### src/rtl/rgb_fmt_pkg.sv
// Shared definitions for the RGB output formatter.
//   fmt_mode_e   : reduction mode encodings (reserved code behaves as truncate)
//   FMT_LAT      : input-to-output latency in pixel clocks
//   BAYER4       : 4x4 ordered-dither matrix, element index {y, x}
//   bayer_lookup : dither threshold for a given x/y position
package rgb_fmt_pkg;

    typedef enum logic [1:0] {
        MODE_TRUNC  = 2'd0,
        MODE_ROUND  = 2'd1,
        MODE_DITHER = 2'd2,
        MODE_RSVD   = 2'd3
    } fmt_mode_e;

    localparam int unsigned FMT_LAT = 3;

    // Element 0 sits in the low nibble; rows are y, columns are x.
    localparam logic [15:0][3:0] BAYER4 = {
        4'd5, 4'd13, 4'd7,  4'd15,
        4'd9, 4'd1,  4'd11, 4'd3,
        4'd6, 4'd14, 4'd4,  4'd12,
        4'd10, 4'd2, 4'd8,  4'd0
    };

    function automatic logic [3:0] bayer_lookup(input logic [1:0] x, input logic [1:0] y);
        return BAYER4[{y, x}];
    endfunction

endpackage

### src/rtl/rgb_dither_out_if.sv
// Video-in / DAC-out signal bundle for rgb_dither_out.
//   master : video source side (drives pixel, syncs, mode; observes DAC pins)
//   slave  : formatter side
// Signals: av_in, hs_in, vs_in, data_in[3*IN_W], mode[2] in;
//          red_out[R_W], green_out[G_W], blue_out[B_W], av_out, hs_out, vs_out out.
interface rgb_dither_out_if #(
    parameter int unsigned IN_W = 8,
    parameter int unsigned R_W  = 5,
    parameter int unsigned G_W  = 6,
    parameter int unsigned B_W  = 5
) ();
    logic              av_in;
    logic              hs_in;
    logic              vs_in;
    logic [3*IN_W-1:0] data_in;
    logic [1:0]        mode;
    logic [R_W-1:0]    red_out;
    logic [G_W-1:0]    green_out;
    logic [B_W-1:0]    blue_out;
    logic              av_out;
    logic              hs_out;
    logic              vs_out;

    modport master (
        output av_in, hs_in, vs_in, data_in, mode,
        input  red_out, green_out, blue_out, av_out, hs_out, vs_out
    );

    modport slave (
        input  av_in, hs_in, vs_in, data_in, mode,
        output red_out, green_out, blue_out, av_out, hs_out, vs_out
    );
endinterface

### src/rtl/rgb_chan_quant.sv
// One colour channel, pipeline stages 2 and 3.
//   v    : stage-1 channel value      d    : stage-1 Bayer threshold
//   mode : stage-1 latched mode       keep : stage-2 active-video (0 blanks)
//   q    : registered OUT_W-bit result
// Stage 2 adds the mode-dependent offset and saturates; stage 3 slices and gates.
module rgb_chan_quant
    import rgb_fmt_pkg::*;
#(
    parameter int unsigned IN_W  = 8,
    parameter int unsigned OUT_W = 5
) (
    input  logic             clk,
    input  logic             rst,
    input  logic [IN_W-1:0]  v,
    input  logic [3:0]       d,
    input  fmt_mode_e        mode,
    input  logic             keep,
    output logic [OUT_W-1:0] q
);
    localparam int unsigned K = IN_W - OUT_W;

    logic [IN_W:0]   sum;
    logic [IN_W-1:0] sat_d;
    logic [IN_W-1:0] sat_q;

    generate
        if (K == 0) begin : g_pass
            // Nothing is dropped, so no offset is ever applied.
            logic unused_ctl;
            assign unused_ctl = ^{d, mode};
            assign sum = {1'b0, v};
        end else begin : g_reduce
            logic [K-1:0] off;
            logic         unused_lsb;

            always_comb begin
                off = '0;
                case (mode)
                    MODE_ROUND:  off[K-1] = 1'b1;
                    MODE_DITHER: off = d[3 -: K];
                    default:     off = '0;
                endcase
            end

            assign sum        = {1'b0, v} + {{(IN_W + 1 - K){1'b0}}, off};
            assign unused_lsb = ^sat_q[K-1:0];
        end
    endgenerate

    assign sat_d = sum[IN_W] ? {IN_W{1'b1}} : sum[IN_W-1:0];

    always_ff @(posedge clk or posedge rst) begin
        if (rst) begin
            sat_q <= '0;
            q     <= '0;
        end else begin
            sat_q <= sat_d;
            q     <= keep ? sat_q[IN_W-1:K] : '0;
        end
    end
endmodule

### src/rtl/rgb_dither_out.sv
// Video-out formatter driving a resistor-ladder RGB DAC.
//   clk, rst : pixel clock, asynchronous active-high reset
//   vif      : slave side of rgb_dither_out_if (pixel/syncs/mode in, DAC pins out)
// Stage 1 (here): lane select, Bayer lookup, x/y counters, mode latch.
// Stages 2-3 per channel in rgb_chan_quant; syncs ride a matching delay line.
module rgb_dither_out
    import rgb_fmt_pkg::*;
#(
    parameter int unsigned IN_W   = 8,
    parameter int unsigned R_W    = 5,
    parameter int unsigned G_W    = 6,
    parameter int unsigned B_W    = 5,
    parameter int unsigned R_LANE = 2,
    parameter int unsigned G_LANE = 0,
    parameter int unsigned B_LANE = 1
) (
    input logic             clk,
    input logic             rst,
    rgb_dither_out_if.slave vif
);
    logic [1:0]         x_q, y_q;
    logic               av_prev_q, vs_prev_q;
    fmt_mode_e          mode_q, mode1_q;
    logic [IN_W-1:0]    r1_q, g1_q, b1_q;
    logic [3:0]         d1_q;
    logic [FMT_LAT-1:0] av_dl_q, hs_dl_q, vs_dl_q;
    logic               vs_rise, av_fall;
    logic [R_W-1:0]     red_q;
    logic [G_W-1:0]     green_q;
    logic [B_W-1:0]     blue_q;

    assign vs_rise = vif.vs_in & ~vs_prev_q;
    assign av_fall = ~vif.av_in & av_prev_q;

    always_ff @(posedge clk or posedge rst) begin
        if (rst) begin
            x_q       <= '0;
            y_q       <= '0;
            av_prev_q <= 1'b0;
            vs_prev_q <= 1'b0;
            mode_q    <= MODE_TRUNC;
            mode1_q   <= MODE_TRUNC;
            r1_q      <= '0;
            g1_q      <= '0;
            b1_q      <= '0;
            d1_q      <= '0;
            av_dl_q   <= '0;
            hs_dl_q   <= '0;
            vs_dl_q   <= '0;
        end else begin
            av_prev_q <= vif.av_in;
            vs_prev_q <= vif.vs_in;

            // Stage 1 uses counters and mode as they stood before this edge.
            r1_q    <= vif.data_in[R_LANE*IN_W +: IN_W];
            g1_q    <= vif.data_in[G_LANE*IN_W +: IN_W];
            b1_q    <= vif.data_in[B_LANE*IN_W +: IN_W];
            d1_q    <= bayer_lookup(x_q, y_q);
            mode1_q <= mode_q;

            x_q <= vif.av_in ? x_q + 2'd1 : 2'd0;

            // Frame start beats end-of-line when both land on one edge.
            if (vs_rise) begin
                y_q    <= 2'd0;
                mode_q <= fmt_mode_e'(vif.mode);
            end else if (av_fall) begin
                y_q <= y_q + 2'd1;
            end

            av_dl_q <= {av_dl_q[FMT_LAT-2:0], vif.av_in};
            hs_dl_q <= {hs_dl_q[FMT_LAT-2:0], vif.hs_in};
            vs_dl_q <= {vs_dl_q[FMT_LAT-2:0], vif.vs_in};
        end
    end

    // keep is the stage-2 copy of av, so blanking lines up with stage 3.
    rgb_chan_quant #(.IN_W(IN_W), .OUT_W(R_W)) u_red (
        .clk  (clk),
        .rst  (rst),
        .v    (r1_q),
        .d    (d1_q),
        .mode (mode1_q),
        .keep (av_dl_q[1]),
        .q    (red_q)
    );

    rgb_chan_quant #(.IN_W(IN_W), .OUT_W(G_W)) u_green (
        .clk  (clk),
        .rst  (rst),
        .v    (g1_q),
        .d    (d1_q),
        .mode (mode1_q),
        .keep (av_dl_q[1]),
        .q    (green_q)
    );

    rgb_chan_quant #(.IN_W(IN_W), .OUT_W(B_W)) u_blue (
        .clk  (clk),
        .rst  (rst),
        .v    (b1_q),
        .d    (d1_q),
        .mode (mode1_q),
        .keep (av_dl_q[1]),
        .q    (blue_q)
    );

    assign vif.red_out   = red_q;
    assign vif.green_out = green_q;
    assign vif.blue_out  = blue_q;
    assign vif.av_out    = av_dl_q[FMT_LAT-1];
    assign vif.hs_out    = hs_dl_q[FMT_LAT-1];
    assign vif.vs_out    = vs_dl_q[FMT_LAT-1];
endmodule
### src/flat_wrapper.sv
// flat-port wrapper written by rule: the top's interface ports become plain ports
module rgb_dither_out_flat import rgb_fmt_pkg::*;
#(
    parameter int unsigned IN_W   = 8,
    parameter int unsigned R_W    = 5,
    parameter int unsigned G_W    = 6,
    parameter int unsigned B_W    = 5,
    parameter int unsigned R_LANE = 2,
    parameter int unsigned G_LANE = 0,
    parameter int unsigned B_LANE = 1
)
  (clk, rst, vif_av_in, vif_hs_in, vif_vs_in, vif_data_in, vif_mode, vif_red_out, vif_green_out, vif_blue_out, vif_av_out, vif_hs_out, vif_vs_out);
  rgb_dither_out_if #(.IN_W(IN_W), .R_W(R_W), .G_W(G_W), .B_W(B_W)) vif_i ();
  input logic clk;
  input logic rst;
  input wire logic [$bits(vif_i.av_in)-1:0] vif_av_in;
  input wire logic [$bits(vif_i.hs_in)-1:0] vif_hs_in;
  input wire logic [$bits(vif_i.vs_in)-1:0] vif_vs_in;
  input wire logic [$bits(vif_i.data_in)-1:0] vif_data_in;
  input wire logic [$bits(vif_i.mode)-1:0] vif_mode;
  output wire logic [$bits(vif_i.red_out)-1:0] vif_red_out;
  output wire logic [$bits(vif_i.green_out)-1:0] vif_green_out;
  output wire logic [$bits(vif_i.blue_out)-1:0] vif_blue_out;
  output wire logic [$bits(vif_i.av_out)-1:0] vif_av_out;
  output wire logic [$bits(vif_i.hs_out)-1:0] vif_hs_out;
  output wire logic [$bits(vif_i.vs_out)-1:0] vif_vs_out;
  assign vif_i.av_in = vif_av_in;
  assign vif_i.hs_in = vif_hs_in;
  assign vif_i.vs_in = vif_vs_in;
  assign vif_i.data_in = vif_data_in;
  assign vif_i.mode = vif_mode;
  assign vif_red_out = vif_i.red_out;
  assign vif_green_out = vif_i.green_out;
  assign vif_blue_out = vif_i.blue_out;
  assign vif_av_out = vif_i.av_out;
  assign vif_hs_out = vif_i.hs_out;
  assign vif_vs_out = vif_i.vs_out;
  rgb_dither_out #(.IN_W(IN_W), .R_W(R_W), .G_W(G_W), .B_W(B_W), .R_LANE(R_LANE), .G_LANE(G_LANE), .B_LANE(B_LANE)) u_core (.clk(clk), .rst(rst), .vif(vif_i));
endmodule
### config.mk
export PLATFORM = sky130hd
export DESIGN_NAME = rgb_dither_out_flat
export DESIGN_NICKNAME = d
export VERILOG_FILES = /design/src/rtl/rgb_fmt_pkg.sv /design/src/rtl/rgb_dither_out_if.sv /design/src/rtl/rgb_chan_quant.sv /design/src/rtl/rgb_dither_out.sv /design/src/flat_wrapper.sv
export SDC_FILE = /design/constraint.sdc
export NUM_CORES = 1
export LEC_CHECK = 0
export BUFFER_PORTS_ARGS = -buffer_cell sky130_fd_sc_hd__buf_4
export CORE_AREA = 2 2 64 97
export DETAILED_ROUTE_END_ITERATION = 8
export DIE_AREA = 0 0 66 99
export GPL_TIMING_DRIVEN = 0
export HOLD_SLACK_MARGIN = 0.05
export PLACE_DENSITY = 0.72
export SYNTH_ARGS = -nofsm -noshare
export SYNTH_HDL_FRONTEND = slang
export SYNTH_SLANG_ARGS = --single-unit
### constraint.sdc
create_clock -name clk -period 2.1 [get_ports clk]
set_clock_uncertainty 0.05 [all_clocks]
set_input_delay 0 -clock clk [delete_from_list [all_inputs] [get_ports clk]]
set_output_delay 0 -clock clk [all_outputs]
set_load 0.05 [all_outputs]
==> flow_summary.toml <==
[placed_design]
dp_hpwl_um = 2710
place.gp.congestion = 0.815
dp_slack_ns = -0.102
port_buffers = 49

[logic_synthesis]
async_flop_share = 1.00
synth_area_leaders = "dfrtp_1, and2_1, ha_1"
synth_seq_cells = 76
syn-num-nets = 219
synth.most_common_cell = "dfrtp_1"
synth_cell_types = 38
synth-seq-area-share = 0.714
synth_top_area_share = 0.714
syn_avg_cell_area_um2 = 14.5
yosys.area.top_type = "dfrtp_1"
synth_commonest_cells = "dfrtp_1, and2_1, nand2_1"
synthFlopType = "dfrtp_1"
synth_edf_count = 0
syn_inst = 184
synthesis.area_mm2 = 0.00266
yosysWarnings = 0

[clock_network]
clkTransAtPathRegs_ns = 0.07
root_buffer = "clkbuf_8"
cts_buffer_depth = 2
clk_latency_ns = 0.34
clock_sinks = 76
cts_buffers = 9
htreeDepth = 3
cts_tree = "yes"

[power_and_ir_drop]
power_frac_clock = 0.382
seq_power_share = 0.473
p_sw_frac = 0.236
cellPowerDensity_mw_per_mm2 = 925
internal-power_mw = 2.67
total_power_mw = 3.50
combPwrFrac = 0.145
ir_worst_vdd_mv = 0.532
netSwitchingPower_uw = 826
leakagePower_nw = 1.78

[floorplan]
row_count = 34
initial_core_util = 0.467
die_area_mm2 = 0.00653
core_region_area_mm2 = 0.00570
fp.dieW_um = 66
ios = 50
die_h_um = 99

[timing]
max_freq_ghz = 0.486
post-route-period-util = 0.979
worst-slew-pin-transition_ns = 0.866
finalSetupViolations = 0
hold_viol = 0
relSlewSlack = 0.423
finalMaxSlewViolations = 0
period_needed_ns = 2.06
worst_slack_ns = 0.0441
rsz0062_at_grt = "yes"

[worst_setup_path]
r2r-start = "u_core.mode1_q[1]$_DFF_PP0_"
worst_path_most_repeated_cell = "ha_4"
crit_start = "u_core.mode1_q[1]$_DFF_PP0_"
cp-end-kind = "flip-flop"
crit_path_max_fanout = 6
rr_endpoint = "u_core.u_blue.sat_q[6]$_DFF_PP0_"
critPathArrivalTime_ns = 2.23
crit_end = "u_core.u_blue.sat_q[6]$_DFF_PP0_"
critPathSlowestCell = "dfrtp_1"
r2r.worst_path.cells = 7
required_ns = 2.28
cpPeakStageDelay_ns = 0.41
startpoint_type = "flip-flop"
path_class = "flip-flop to flip-flop"
path_cells = "ha_4 -> and2_4 -> ha_4 -> a41o_4 -> o31ai_4 -> a211oi_2 -> mux2_4"
reg2reg_slack_ns = 0.04

[global_routing]
grt_util_all_layers = 0.159
antenna_found_initial = 0
gr-total-overflow = 0
grt_pass1_wl_um = 7600
grt_pass1_vias = 1754
grt_max_degree = 77

[finish]
finalNetCount = 314
seqCellArea_mm2 = 0.00190
syn_to_final_growth_pct = 42.1
fin_util = 0.664
multi_input_area_um2 = 803
drive_above_1_share = 0.313
num_antenna_cells = 0
nFillCells = 438

[route]
drt_first_iter_violations = 73
drt_wl_total_um = 4700
vias = 1718
vias_per_cell = 4.83
routedWlPerCell_um = 13.2
postRouteAntennaNets = 0
firstDrtPassIters = 4
drc = 0

[flow_run]
max_cap_viol_count = 0

[hold_path]
hold_path_class = "input port to flip-flop"

[outcome]
status = "completed"
per-layer routing:
metal | track usage | part of all wire
met5 | 0 | 0
met4 | 0.0801 | 0.014
met3 | 0.0491 | 0.048
met2 | 0.279 | 0.58
met1 | 0.167 | 0.36
state kept, by name, indices dropped and copies added (netlist names):
register and flops:
u_core.av_dl_q 3, u_core.b1_q 8, u_core.d1_q 3, u_core.g1_q 8, u_core.hs_dl_q 3, u_core.mode1_q 2, u_core.mode_q 2, u_core.r1_q 8
u_core.u_blue.q 5, u_core.u_blue.sat_q 5, u_core.u_green.q 6, u_core.u_green.sat_q 6, u_core.u_red.q 5, u_core.u_red.sat_q 5, u_core.vs_dl_q 3, u_core.x_q 2
u_core.y_q 2
worst max-delay path: cells and delay by family (launching register included):
family	cells	cell delay [ns]
DFF	1	0.41
and+or+nand+nor	1	0.15
adders and majority gates	2	0.44
AOI/OAI and AO/OA	3	0.57
muxes	1	0.32
metrics by stage:
stage	instance area, um^2	TNS, ns	hold WS [ns]	instances
6_report	3780	0	0.251	356
5_1_grt	3780	-0.0203	0.239	356
4_1_cts	3720	0	0.236	355
3_5_place_dp	3130	-0.187	0.0604	305
3_3_place_gp	3120	-47.57	0.0596	305
2_1_floorplan	2670	0	-0.0186	184
power by group through the flow:
stage                     sequential (mW)  combinational, mW  clock [mW]
after detailed placement             1.68              0.412           0
after global placement               1.68              0.402           0
after global routing                 1.67              0.551        1.44
final                                1.66              0.506        1.34
after floorplan                      1.75              0.196           0
after CTS                            1.65              0.480        1.37
how the worst min path moves through the flow:
stage / cells after the start / start / end
after floorplan: 0 / vif_av_in / u_core.av_dl_q[0]$_DFF_PP0_
after global placement: 1 / vif_hs_in / u_core.hs_dl_q[0]$_DFF_PP0_
after detailed placement: 1 / vif_data_in[14] / u_core.b1_q[6]$_DFF_PP0_
after CTS: 2 / vif_data_in[16] / u_core.r1_q[0]$_DFF_PP0_
after global routing: 2 / vif_data_in[15] / u_core.b1_q[7]$_DFF_PP0_
final: 2 / vif_data_in[15] / u_core.b1_q[7]$_DFF_PP0_
final cells by class:
class / instances / area share
clock buffer: 12 / 0.0410
inverter: 7 / 0.00761
tap: 72 / 0.0238
buffer: 1 / 0.000992
multi-input combinational: 100 / 0.212
clock inverter: 4 / 0.0251
sequential: 76 / 0.503
timing repair buffer: 84 / 0.187
cells by family (layout without fill, tap and decap cells):
| family | Yosys count | after routing | share of synthesized area |
|---|---|---|---|
| DFF | 76 | 76 | 0.714 |
| and+or+nand+nor | 48 | 48 | 0.102 |
| AOI/OAI and AO/OA | 36 | 36 | 0.106 |
| buffers and inverters | 8 | 108 | 0.0113 |
| muxes | 7 | 7 | 0.0310 |
| xor gates and xnor gates | 5 | 5 | 0.0164 |
| adders and majority gates | 4 | 4 | 0.0188 |
cells in the final DEF (no fill, tap or decap), types with 5 or more instances in the layout:
master         instances
dfrtp_1               76
buf_4                 54
dlygate4sd3_1         30
and2_1                19
clkbuf_8              11
nand2_1               10
a21oi_1                7
a31oi_1                7
inv_1                  5
timing repair:
action                                  CTS  global route
gates resized for setup                   3             8
pin swaps                                 4             5
endpoints found under the hold margin   109             0
buffers inserted                          4             1
endpoints found under the setup margin    3             7
hold buffers                             30             0
(Power assumes the default switching activity.)
